$ cat config.mk
export PLATFORM = sky130hd
export DESIGN_NAME = riscv_fetch_align
export DESIGN_NICKNAME = d
export VERILOG_FILES = /design/src/rtl/riscv_fetch_align.sv
export SDC_FILE = /design/constraint.sdc
export NUM_CORES = 1
export LEC_CHECK = 0
export CORE_AREA = 2 2 211 109
export DETAILED_ROUTE_END_ITERATION = 6
export DIE_AREA = 0 0 213 111
export HOLD_SLACK_MARGIN = 0.06
export REMOVE_ABC_BUFFERS = 1
export SLEW_MARGIN = 40
export SYNTH_ARGS = -nofsm -noshare
export SYNTH_HDL_FRONTEND = slang
export SYNTH_SLANG_ARGS = --single-unit
$ cat constraint.sdc
create_clock -name clk -period 10.85 [get_ports clk]
set_input_delay 1.6275 -clock clk [delete_from_list [all_inputs] [get_ports clk]]
set_output_delay 1.6275 -clock clk [all_outputs]
set_load 0.05 [all_outputs]
$ cat src/rtl/riscv_fetch_align.sv
// rtl/riscv_fetch_align.sv - RISC-V instruction fetch/align stage; RVC support enabled by RISCV_FETCH_RVC_EN
module riscv_fetch_align #(
    parameter int              XLEN     = 32,
    parameter int              DEPTH    = 4,
    parameter logic [XLEN-1:0] RESET_PC = '0
) (
    input  logic            clk,
    input  logic            rst_n,
    input  logic            redirect_valid,
    input  logic [XLEN-1:0] redirect_pc,
    output logic            mem_req,
    output logic [XLEN-1:0] mem_addr,
    input  logic            mem_gnt,
    input  logic            mem_rvalid,
    input  logic [31:0]     mem_rdata,
    input  logic            mem_err,
    output logic            out_valid,
    input  logic            out_ready,
    output logic [31:0]     out_instr,
    output logic [XLEN-1:0] out_pc,
    output logic            out_compressed,
    output logic            out_fault
);

    localparam int            AW      = $clog2(DEPTH);
    localparam logic [AW:0]   DEPTH_C = (AW+1)'(DEPTH);

    typedef enum logic [1:0] {
        F_IDLE = 2'd0,
        F_WAIT = 2'd1,
        F_DROP = 2'd2
    } fstate_t;

    fstate_t         state, state_nxt;
    logic [16:0]     buf_q [DEPTH];
    logic [AW-1:0]   rd_ptr, wr_ptr;
    logic [AW:0]     count, free_cnt, push_cnt, pop_cnt, need_cnt;
    logic [XLEN-1:0] fpc, dpc;
    logic            skip_low;
    logic            run;
    logic [16:0]     head_e, next_e;
    logic            is_rvc, illegal, push, pop;
    logic            unused_pc_bit;

    assign unused_pc_bit = redirect_pc[0];

    assign head_e = buf_q[rd_ptr];
    assign next_e = buf_q[rd_ptr + AW'(1)];

`ifdef RISCV_FETCH_RVC_EN
    assign is_rvc  = head_e[1:0] != 2'b11;
    assign illegal = 1'b0;
`else
    assign is_rvc  = 1'b0;
    assign illegal = head_e[1:0] != 2'b11;
`endif

    assign need_cnt  = is_rvc ? (AW+1)'(1) : (AW+1)'(2);
    assign free_cnt  = DEPTH_C - count;
    assign out_valid = count >= need_cnt;

    // run holds off requests until the first cycle after reset release
    assign mem_req  = run && (state == F_IDLE) && (free_cnt >= (AW+1)'(2)) && !redirect_valid;
    assign mem_addr = fpc;

    assign push     = (state == F_WAIT) && mem_rvalid && !redirect_valid;
    assign pop      = out_valid && out_ready && !redirect_valid;
    assign push_cnt = !push ? '0 : (skip_low ? (AW+1)'(1) : (AW+1)'(2));
    assign pop_cnt  = !pop ? '0 : need_cnt;

    assign out_instr      = !out_valid ? 32'h0 :
                            is_rvc ? {16'h0, head_e[15:0]} : {next_e[15:0], head_e[15:0]};
    assign out_pc         = dpc;
    assign out_compressed = out_valid && is_rvc;
    assign out_fault      = out_valid && (head_e[16] || (!is_rvc && next_e[16]) || illegal);

    // fetch FSM next state; a redirect overrides, dropping any response still owed
    always_comb begin
        state_nxt = state;
        case (state)
            F_IDLE:  if (mem_req && mem_gnt) state_nxt = F_WAIT;
            F_WAIT:  if (mem_rvalid) state_nxt = F_IDLE;
            F_DROP:  if (mem_rvalid) state_nxt = F_IDLE;
            default: state_nxt = F_IDLE;
        endcase
        if (redirect_valid) begin
            // a response landing in the redirect cycle retires the outstanding fetch
            if (mem_gnt || ((state != F_IDLE) && !mem_rvalid))
                state_nxt = F_DROP;
            else
                state_nxt = F_IDLE;
        end
    end

    // fetch FSM state register
    always_ff @(posedge clk or negedge rst_n) begin
        if (!rst_n) state <= F_IDLE;
        else        state <= state_nxt;
    end

    // pointers, count, fetch/decode PCs and halfword-skip flag
    always_ff @(posedge clk or negedge rst_n) begin
        if (!rst_n) begin
            rd_ptr   <= '0;
            wr_ptr   <= '0;
            count    <= '0;
            fpc      <= {RESET_PC[XLEN-1:2], 2'b00};
            dpc      <= RESET_PC;
            skip_low <= 1'b0;
            run      <= 1'b0;
        end else begin
            run <= 1'b1;
            if (redirect_valid) begin
                rd_ptr <= '0;
                wr_ptr <= '0;
                count  <= '0;
                fpc    <= {redirect_pc[XLEN-1:2], 2'b00};
`ifdef RISCV_FETCH_RVC_EN
                dpc      <= {redirect_pc[XLEN-1:1], 1'b0};
                skip_low <= redirect_pc[1];
`else
                dpc      <= {redirect_pc[XLEN-1:2], 2'b00};
                skip_low <= 1'b0;
`endif
            end else begin
                if (mem_req && mem_gnt) fpc <= fpc + XLEN'(4);
                if (push) begin
                    wr_ptr   <= wr_ptr + push_cnt[AW-1:0];
                    skip_low <= 1'b0;
                end
                if (pop) begin
                    rd_ptr <= rd_ptr + pop_cnt[AW-1:0];
                    dpc    <= dpc + (is_rvc ? XLEN'(2) : XLEN'(4));
                end
                count <= count + push_cnt - pop_cnt;
            end
        end
    end

    // halfword buffer write: {err, data}, low halfword first unless skipped
    always_ff @(posedge clk) begin
        if (push) begin
            if (skip_low) begin
                buf_q[wr_ptr] <= {mem_err, mem_rdata[31:16]};
            end else begin
                buf_q[wr_ptr]          <= {mem_err, mem_rdata[15:0]};
                buf_q[wr_ptr + AW'(1)] <= {mem_err, mem_rdata[31:16]};
            end
        end
    end

endmodule
======== Word level (Yosys, flattened, before mapping) ========
Memories as Yosys holds them, arrays and structs flattened.
Cells that the tools add are included.
storage, ports and cells
  register bits ........................... 75
  output and inout port bits .............. 100
  logic and storage cells ................. 75
  input bits .............................. 71
  memories ................................ 1
  memory bits (writable) .................. 68
cells by class
  equality and inequality tests ........... 5
  reductions and logical operators ........ 22
  bitwise operators ....................... 1
  $lt $le $gt $ge ......................... 2
  mux-type cells .......................... 27
  $add $sub $neg .......................... 9
memories
  memory  depth  bits a word  read ports  clocked after memory_dff  wr ports  RTL line  RTL
  buf_q   4      17           2           0                         2         35        logic [16:0] buf_q [DEPTH];
operators with widths
  kind                                                               count
  2-to-1 mux 32 bit                                                  5
  adder 32 x 3 -> 32 bit, second input constant                      2
  2-to-1 mux 2 bit                                                   11
  2-to-1 mux 17 bit                                                  1
  logical AND 1 bit                                                  10
  2-to-1 mux 1 bit                                                   8
  nonzero test 2 bit                                                 4
  greater-or-equal comparator 3 x 2 -> 1 bit, second input constant  2
  adder 2 x 1 -> 2 bit, second input constant                        2
  adder 2 bit                                                        2
  case mux 2 bit (2 select lines)                                    1
  adder 3 x 2 -> 3 bit                                               1
  logical OR 1 bit                                                   3
  2-to-1 mux 3 bit                                                   1
  inequality test 3 x 1 -> 1 bit, second input constant              1
  inequality test 3 x 2 -> 1 bit, second input constant              1
  subtractor 3 x 2 -> 3 bit                                          1
  subtractor 3 bit, first input constant                             1
  equality test 2 x 1 -> 1 bit, second input constant                1
  equality test 2 bit, second input constant                         1
  logical NOT 1 bit                                                  2
  logical NOT 2 bit                                                  1
  inequality test 2 bit, second input constant                       1
  AND reduction 2 bit                                                1
  2 further kinds                                                    2

======== Logic depth before layout (Yosys ltp) ========
  depth in word-level cells ............... 8
  gate-level depth with buffers ........... 10
  gate-level depth less buffers ........... 8

======== Worst setup path before layout ========
OpenSTA, ideal clock, no wires.
  kind .................................... input port to flip-flop
  start ................................... input redirect_valid
  end ..................................... memory buf_q[1][10], data pin
  slack ................................... 6.160 ns
  arrival time ............................ 4.430 ns
  buffers on the path ..................... 4
  data required time ...................... 10.590 ns
  cell stages on the path ................. 9
  cell sequence ........................... inv_1 > nand3_1 > clkbuf_1 > buf_1 > inv_1 > ha_1 > buf_1 > clkbuf_1 > mux2_2
RTL lines
  what                RTL line  RTL
  start: declaration  9         input logic redirect_valid,
  end: declaration    35

======== Worst setup path in the final report ========
  start ................................... input redirect_valid
  end ..................................... output mem_req
between the ends
  word-level cells in the longest chain between the ends .. 2
ends and longest elaborated chain
  what               RTL line  RTL
  logical NOT 1 bit  63        assign mem_req = run && (state == F_IDLE) && (free_cnt >= (AW+1)'(2)) && !redirect_valid;
  logical AND 1 bit  63
  end: declaration   11        output logic mem_req,
Every way passes these cells.

==> results.txt <==
----------------------------------------------------
[Status]
  Run status ... completed

[Synth]
  Register bit count reported by yosys ... 133
  Area share of fa/ha/maj cells after synthesis ... 1.68%
  Number of cells produced by synthesis ... 640
  Async S/R FF share, synth ... 50.4%
  Post-synthesis sequential area ratio ... 51.3%
  Count of synthesis-stage warnings from yosys ... 0
  Number of distinct library cells after synthesis ... 57
  Post-synthesis simple-gate area fraction ... 16.0%
  Primary flip-flop cell chosen by synthesis mapping ... sky130_fd_sc_hd__dfrtp_1
  Xor/xnor share of the synthesized area ... 4.67%
  Area of the mapped netlist ... 7130 µm²
  Number of flops mapped to enable cells by yosys ... 66
  Mux share of post-synthesis cell area ... 15.4%
  Post-synthesis compound-gate area fraction ... 7.75%
  Average cell area after synthesis ... 11.1 µm²
  Combinational family with the most area after synthesis ... simple AND/OR/NAND/NOR gates

[Power]
  Net switching component of the power ... 615 µW
  Sequential group share of total power ... 36.3%
  Proportion of power drawn by combinational gates ... 29.4%
  Leakage component of the power ... 0.00339 µW
  Share of power burned in the clock network ... 34.2%
  Switch share ... 36.4%
  Peak ir drop on the vdd network ... 0.101 mV
  Areal power density over the cells ... 175 nW/µm²
  Power Internal ... 1080 µW

[Routing]
  Total number of vias ... 5576
  Router iterations before antenna repair ... 5
  Starting DRC count in detailed routing ... 505
  ANT nets after route ... 0
  Avg Vias per Cell ... 5.00
  Number of remaining DRC errors ... 0
  Post-detailed-route wirelength per cell ... 18.5 µm
  Routed wire length ... 20600 µm

[Setup path]
  CP max stage cell ... sky130_fd_sc_hd__clkdlybuf4s50_1
  Data arrival time of the critical path ... 3040 ps
  Critical path startpoint ... redirect_valid
  Family with the most delay on the worst path ... buffers and inverters
  CP Class ... in2out
  Beginning of the worst register-to-register path ... state[1]$_DFFE_PN0P_
  Peak per-stage delay on the critical path ... 820 ps
  Buffers plus inverters on the worst setup path ... 3
  Critical Path Start Type ... input pin
  Critical Path Sink Type ... output pin
  Crit Path Max Fanout ... 3
  Critical Path RT ... 9220 ps
  Ordered list of cells on the worst path ... buf_2 -> nand4bb_1 -> inv_1 -> clkdlybuf4s50_1

[Die]
  I/O pin count ... 171
  Site Rows ... 39
  Die width ... 213 µm
  Starting density of the core ... 32.3%
  Height of the die ... 111 µm
  Total core area ... 22100 µm²
  Total die area ... 23600 µm²

[Clock tree]
  Number of buffers inserted by hold repair at cts ... 0
  Clock edge transition at the registers on the reported setup and hold paths ... 60 ps
  CTS tree ... done
  H-Tree Depth ... 4
  Post-cts sizing count ... 0
  Clock Tree Buf Depth ... 2
  CTS root buffer ... sky130_fd_sc_hd__clkbuf_16
  # Post-CTS Setup Buffers ... 0
  Insertion delay to the later sink of the worst-skew pair ... 440 ps
  Clock Sink Count ... 133
  Total CTS buffers ... 17

[GRT]
  Total congestion overflow after global routing ... 0
  Via count of the first global-routing pass ... 5341
  First-pass GRT wire length ... 32100 µm
  Largest net degree at the start of global routing ... 68
  Antenna violations before repair ... 0
  Total global-route track usage ... 18.2%

[Final layout]
  Final cell area excluding filler cells ... 9670 µm²
  Layout cells sized above 1 ... 16.9%
  Most frequent standard cell in the layout excluding fill and tap cells ... sky130_fd_sc_hd__clkdlybuf4s50_1
  Core occupancy in the finished layout ... 43.7%
  P&R area growth vs syn ... 35.6%
  Non-filler instance count after layout ... 1116
  NumNets Final ... 876
  Antenna Cells ... 0
  Top library cells by usage in the layout, fill and taps aside ... sky130_fd_sc_hd__clkdlybuf4s50_1 (161), sky130_fd_sc_hd__mux2_2 (69), sky130_fd_sc_hd__edfxtp_1 (66), sky130_fd_sc_hd__dfrtp_1 (66), sky130_fd_sc_hd__nand2_1 (59)

[STA]
  Setup-failing EPs final ... 0
  Final Cycle Share ... 43.0%
  Setup repair after global routing missed its margin ... no
  Post-layout min period ... 4670 ps
  Worst setup skew after layout ... 8.83 ps
  Final Max Tran Viols ... 0
  Actual slew at the worst max-slew pin ... 840 ps
  Final hold viol count ... 0
  Worst setup margin ... 6180 ps
  Relative slew margins ... 43.7%
  Setup_tns ... 0 ps
  Achievable frequency ... 214 MHz

[Placed design]
  Post-placement setup slack ... 6180 ps
  Count of input and output buffers ... 163
  Cell count after placement ... 1084
  Post-DP Area ... 9080 µm²
  Detailed-placement wirelength estimate ... 14800 µm
  GPL Wtd Cong ... 0.784

[Worst hold path]
  Worst Hold Launch ... mem_addr[29]$_DFFE_PN0P_
  Worst min-delay path class ... reg2reg

[Run]
  MaxCap Viol Count ... 0

----------------------------------------------------
metrics by stage:
step	hold WS, ps	total power, µW
floorplan	530	925
global placement	550	1120
detailed placement	560	1120
CTS	577	1710
global route	621	1760
finish	572	1690
flip-flops by register name, indices dropped and copies added, names as in the netlist:
name / cells
out_pc: 30
buf_q: 66
wr_ptr: 1
run: 1
mem_addr: 30
rd_ptr: 1
state: 2
count: 2
layer usage:
layer / track usage [%] / wire length [µm]
met1: 28.8 / 10900
met2: 22.9 / 8130
met3: 5.86 / 1350
met4: 4.76 / 175
met5: 0 / 0
synthesized netlist by cell type (all sizes together) (5+ instances only):
master	count	area share, %
or3	5	0.44
dfrtp	67	24
and3	5	0.44
nand2	60	3.2
mux2i	32	4.5
clkbuf	26	1.4
a21oi	16	1.1
buf	11	0.96
nor3	14	1.2
nor4	12	1.7
edfxtp	66	28
ha	8	1.4
nor2	57	3.0
nand3	22	1.7
nand4	16	1.4
mux2	69	11
xor2	14	1.7
o211ai	5	0.53
inv	15	0.79
and4	6	0.74
o21ai	41	2.9
xnor2	24	2.9
o311ai	6	0.74
a31oi	6	0.53
final timing paths:
check | end | slack (ps) | cells after the start
worst max register to register | buf_q[1][12]$_DFFE_PP_ | 8070 | 7
worst min-delay path | mem_addr[29]$_DFFE_PN0P_ | 570 | 1
worst min register to register | mem_addr[29]$_DFFE_PN0P_ | 570 | 1
worst max-delay path | mem_req | 6180 | 4
max in group asynchronous | rd_ptr[1]$_DFFE_PN0N_ | 9040 | 2
min in group asynchronous | out_pc[9]$_DFFE_PN0N_ | 1280 | 2
final cells by class:
cell class	instances	area, µm²
timing repair buffer	170	1680
inverter	15	56.3
clock inverter	15	158
sequential	133	3660
fill	2144	12400
multi-input combinational	459	3300
tap	307	384
clock buffer	17	425
logic make-up (layout without fill, tap and decap cells):
kind of cell,after synthesis,in the layout
AOI/OAI and AO/OA,90,90
xor gates and xnor gates,38,38
adders and majority gates,9,9
buffers and inverters,52,217
DFF,133,133
muxes,101,101
other,2,6
and+or+nand+nor,215,215
power by group through the flow:
stage	combinational (µW)	sequential [µW]	clock [µW]
5_1_grt	524	621	613
3_3_place_gp	500	621	0
6_report	498	614	579
4_1_cts	502	614	590
2_1_floorplan	237	689	0
3_5_place_dp	500	623	0
(Power assumes the default switching activity.)
